[src/rtl/pc_register.sv]
// Instruction-fetch program counter with sequential increment
// and a valid flag that drops while the PC is held in reset.
`timescale 1ns/1ps
module pc_register #(
   parameter int unsigned RegWidth = 16,
   parameter logic [RegWidth-1:0] RESET_VALUE = '0,
   parameter logic [RegWidth-1:0] PC_INC = RegWidth'(1)
) (
   input  logic                CLK,
   input  logic                RST,
   input  logic [RegWidth-1:0] PC_In,
   output logic [RegWidth-1:0] PC_Out,
   output logic [RegWidth-1:0] PC_Plus,
   output logic                PC_Valid
);

   // Stalls are built upstream by recirculating PC_Out into PC_In.
   always_ff @(posedge CLK or negedge RST) begin
      if (!RST) begin
         PC_Out   <= RESET_VALUE;
         PC_Valid <= 1'b0;
      end else begin
         PC_Out   <= PC_In;
         PC_Valid <= 1'b1;
      end
   end

   assign PC_Plus = PC_Out + PC_INC;

endmodule

[config.mk]
export PLATFORM = sky130hd
export DESIGN_NAME = pc_register
export DESIGN_NICKNAME = d
export VERILOG_FILES = /design/src/rtl/pc_register.sv
export SDC_FILE = /design/constraint.sdc
export NUM_CORES = 1
export LEC_CHECK = 0
export CAP_MARGIN = 20
export CORE_MARGIN = 1.5
export CORE_UTILIZATION = 38
export CTS_BUF_LIST = sky130_fd_sc_hd__clkbuf_4 sky130_fd_sc_hd__clkbuf_8
export DETAILED_ROUTE_END_ITERATION = 16
export PLACE_DENSITY_LB_ADDON = 0.08
export SYNTH_ARGS = -nofsm -noshare
export SYNTH_HDL_FRONTEND = slang
export SYNTH_SLANG_ARGS = --single-unit
[constraint.sdc]
create_clock -name CLK -period 2.6 [get_ports CLK]
set_clock_uncertainty 0.2 [all_clocks]
set_input_delay 0.26 -clock CLK [delete_from_list [all_inputs] [get_ports CLK]]
set_output_delay 0.26 -clock CLK [all_outputs]
set_load 0.05 [all_outputs]
==> impl_metrics.yaml <==
cells_and_area:
  area_growth_pct: 79.3
  final_common_cell: "clkdlybuf4s50_1"
  drive_gt1_frac: 0.202
  design_area_sq_um: 1310
  mostFrequentLayoutCells: "clkdlybuf4s50_1, dfrtp_1, buf_4"
  fin_nets: 134
  n_antenna_cell: 0
  instances_no_fill: 139
routing:
  wl_per_cell_um: 12.9
  dr.pass1.iters: 4
  viasPerCell: 4.61
  drt_iter0_markers: 6
  vias: 641
  detail-route-antenna-nets: 0
  wl_mm: 1.80
  drc: 0
timing:
  fin_crit_sh: 0.946
  hold_ws_ns: 0.188
  min_period_ns: 2.46
  finalSetupViolations: 0
  fin_setup_tns_ns: 0
  hold_viol: 0
  drv_slew: 0
  fmax_mhz: 407
  grt_setup_unrepaired: "false"
  setup_ws_ns: 0.141
  worstMarginPinSlew_ns: 0.755
  relSlewSlack: 0.495
place:
  place_congestion: 0.713
  dpl-instance-area_sq_um: 1280
  io_buffers: 50
  dpl.hpwl_mm: 1.41
  pre_cts_ws_ns: 0.450
  dp_cells: 135
setup_path:
  start_kind: "register"
  worstPathMaxFanout: 4
  endpoint_kind: "primary output"
  path_cells: "ha_1 > nand3_1 > xnor2_1 > clkdlybuf4s50_1"
  slowest_delay_ns: 0.82
  path_buf_inv: 1
  cp.depth: 4
  cp.arrival_ns: 2.00
  path_delay_family: "buffers and inverters"
  cp-startpoint: "PC_Out[0]"
  slowest_stage: "clkdlybuf4s50_1"
  path_class: "reg2out"
  required_ns: 2.14
synthesis:
  synth-seq-area-share: 0.582
  ys_warn_count: 0
  synth-seq-cells: 17
  syn_area_per_cell_sq_um: 12.4
  syn_inst: 59
  syn_nets: 78
  yosysUniqueCellTypes: 13
  synth.cell_area_sq_um: 731
floorplan:
  fp.coreArea_sq_um: 1760
  initial_core_util: 0.414
  dieArea_sq_um: 2190
  rows: 15
  die_w_um: 46.9
  fp.dieH_um: 46.9
  io_pins: 51
clock_tree:
  clk_path_buf_depth: 2
  cts_setup_buffers: 0
  post_cts_resize_count: 0
  htree_levels: 1
  clk_pin_slew_ns: 0.10
  cts_buffers: 3
  clock-root-buffer: "clkbuf_4"
  cts.sink_count: 17
  postCtsHoldBufs: 0
  cts_tree: "done"
power_and_ir_drop:
  p_leak_nw: 0.547
  switchingPower_uw: 244
  combPwrFrac: 0.337
  peakVddDrop_mv: 0.378
  power_density_nw_per_um2: 504
  p_sw_frac: 0.369
  seq_power_share: 0.447
  internal_power_uw: 417
  clockPowerShare: 0.216
global_route:
  grt_max_degree: 18
  overflow: 0
  grt_pass1_wl_mm: 2.63
  grt_pass1_vias: 615
  antenna_found_initial: 0
  grt_usage: 0.178
hold_path:
  min-delay-start: "PC_In[7]"
  worstHoldPathCells: 1
  hp-class: "in2reg"
flow_run:
  drv_cap: 0
outcome:
  outcome: "complete, no violations"
## through the flow
step / power, mW / utilization
after floorplan: 0.427 / -
after global placement: 0.521 / 0.727
after detailed placement: 0.524 / 0.727
after CTS: 0.669 / 0.743
after global routing: 0.684 / 0.743
final: 0.660 / 0.743
## layout make-up
| cell class | count | area, sq um |
|---|---|---|
| Clock buffer | 3 | 22.5 |
| Clock inverter | 1 | 5.00 |
| Fill cell | 138 | 454 |
| Inverter | 3 | 11.3 |
| Multi-Input combinational cell | 39 | 309 |
| Sequential cell | 17 | 425 |
| Tap cell | 25 | 31.3 |
| Timing Repair Buffer | 51 | 505 |
## synth_stat cells
cell type / instances / share of area
nand4_4: 1 / 0.029
ha_1: 1 / 0.017
inv_1: 3 / 0.015
xnor2_1: 4 / 0.048
nor2_1: 3 / 0.015
nand2_1: 4 / 0.021
nor3_1: 4 / 0.027
nand4_1: 2 / 0.017
dfrtp_1: 17 / 0.58
conb_1: 1 / 0.0051
xor2_1: 10 / 0.12
nor4_2: 4 / 0.068
nand3_1: 5 / 0.034
## registers in the layout, indices dropped and copies added (netlist names)
signal / flops
PC_Out: 16
PC_Valid: 1
## final timing paths
kind	to	slack, ns
max	PC_Plus[4]	0.14
min	PC_Out[7]	0.19
max in group asynchronous	PC_Out[4]	1.53
min in group asynchronous	PC_Out[7]	0.20
## cell families (layout without fill, tap and decap cells)
logic type	count (synthesis)	after routing	synth area share
xor gates and xnor gates	14	14	0.168
adders and majority gates	1	1	0.0171
buffers and inverters	3	58	0.0154
DFF	17	17	0.582
other	1	1	0.00513
and+or+nand+nor	23	23	0.212
## per-layer routing
layer	vias to the layer above	wire length (um)	global-route usage
li1	309	-	-
met2	33	959	0.315
met3	5	144	0.0500
met5	-	0	0
met1	294	654	0.189
met4	0	39	0.100
## power by group through the flow
stage                     combinational (mW)  clock [mW]  sequential [mW]
after floorplan                       0.0808           0            0.347
final                                  0.222       0.143            0.295
after CTS                              0.224       0.149            0.295
after global routing                   0.231       0.155            0.297
after global placement                 0.221           0            0.299
after detailed placement               0.223           0            0.300
No activity file was read; power rests on OpenSTA's default activity.
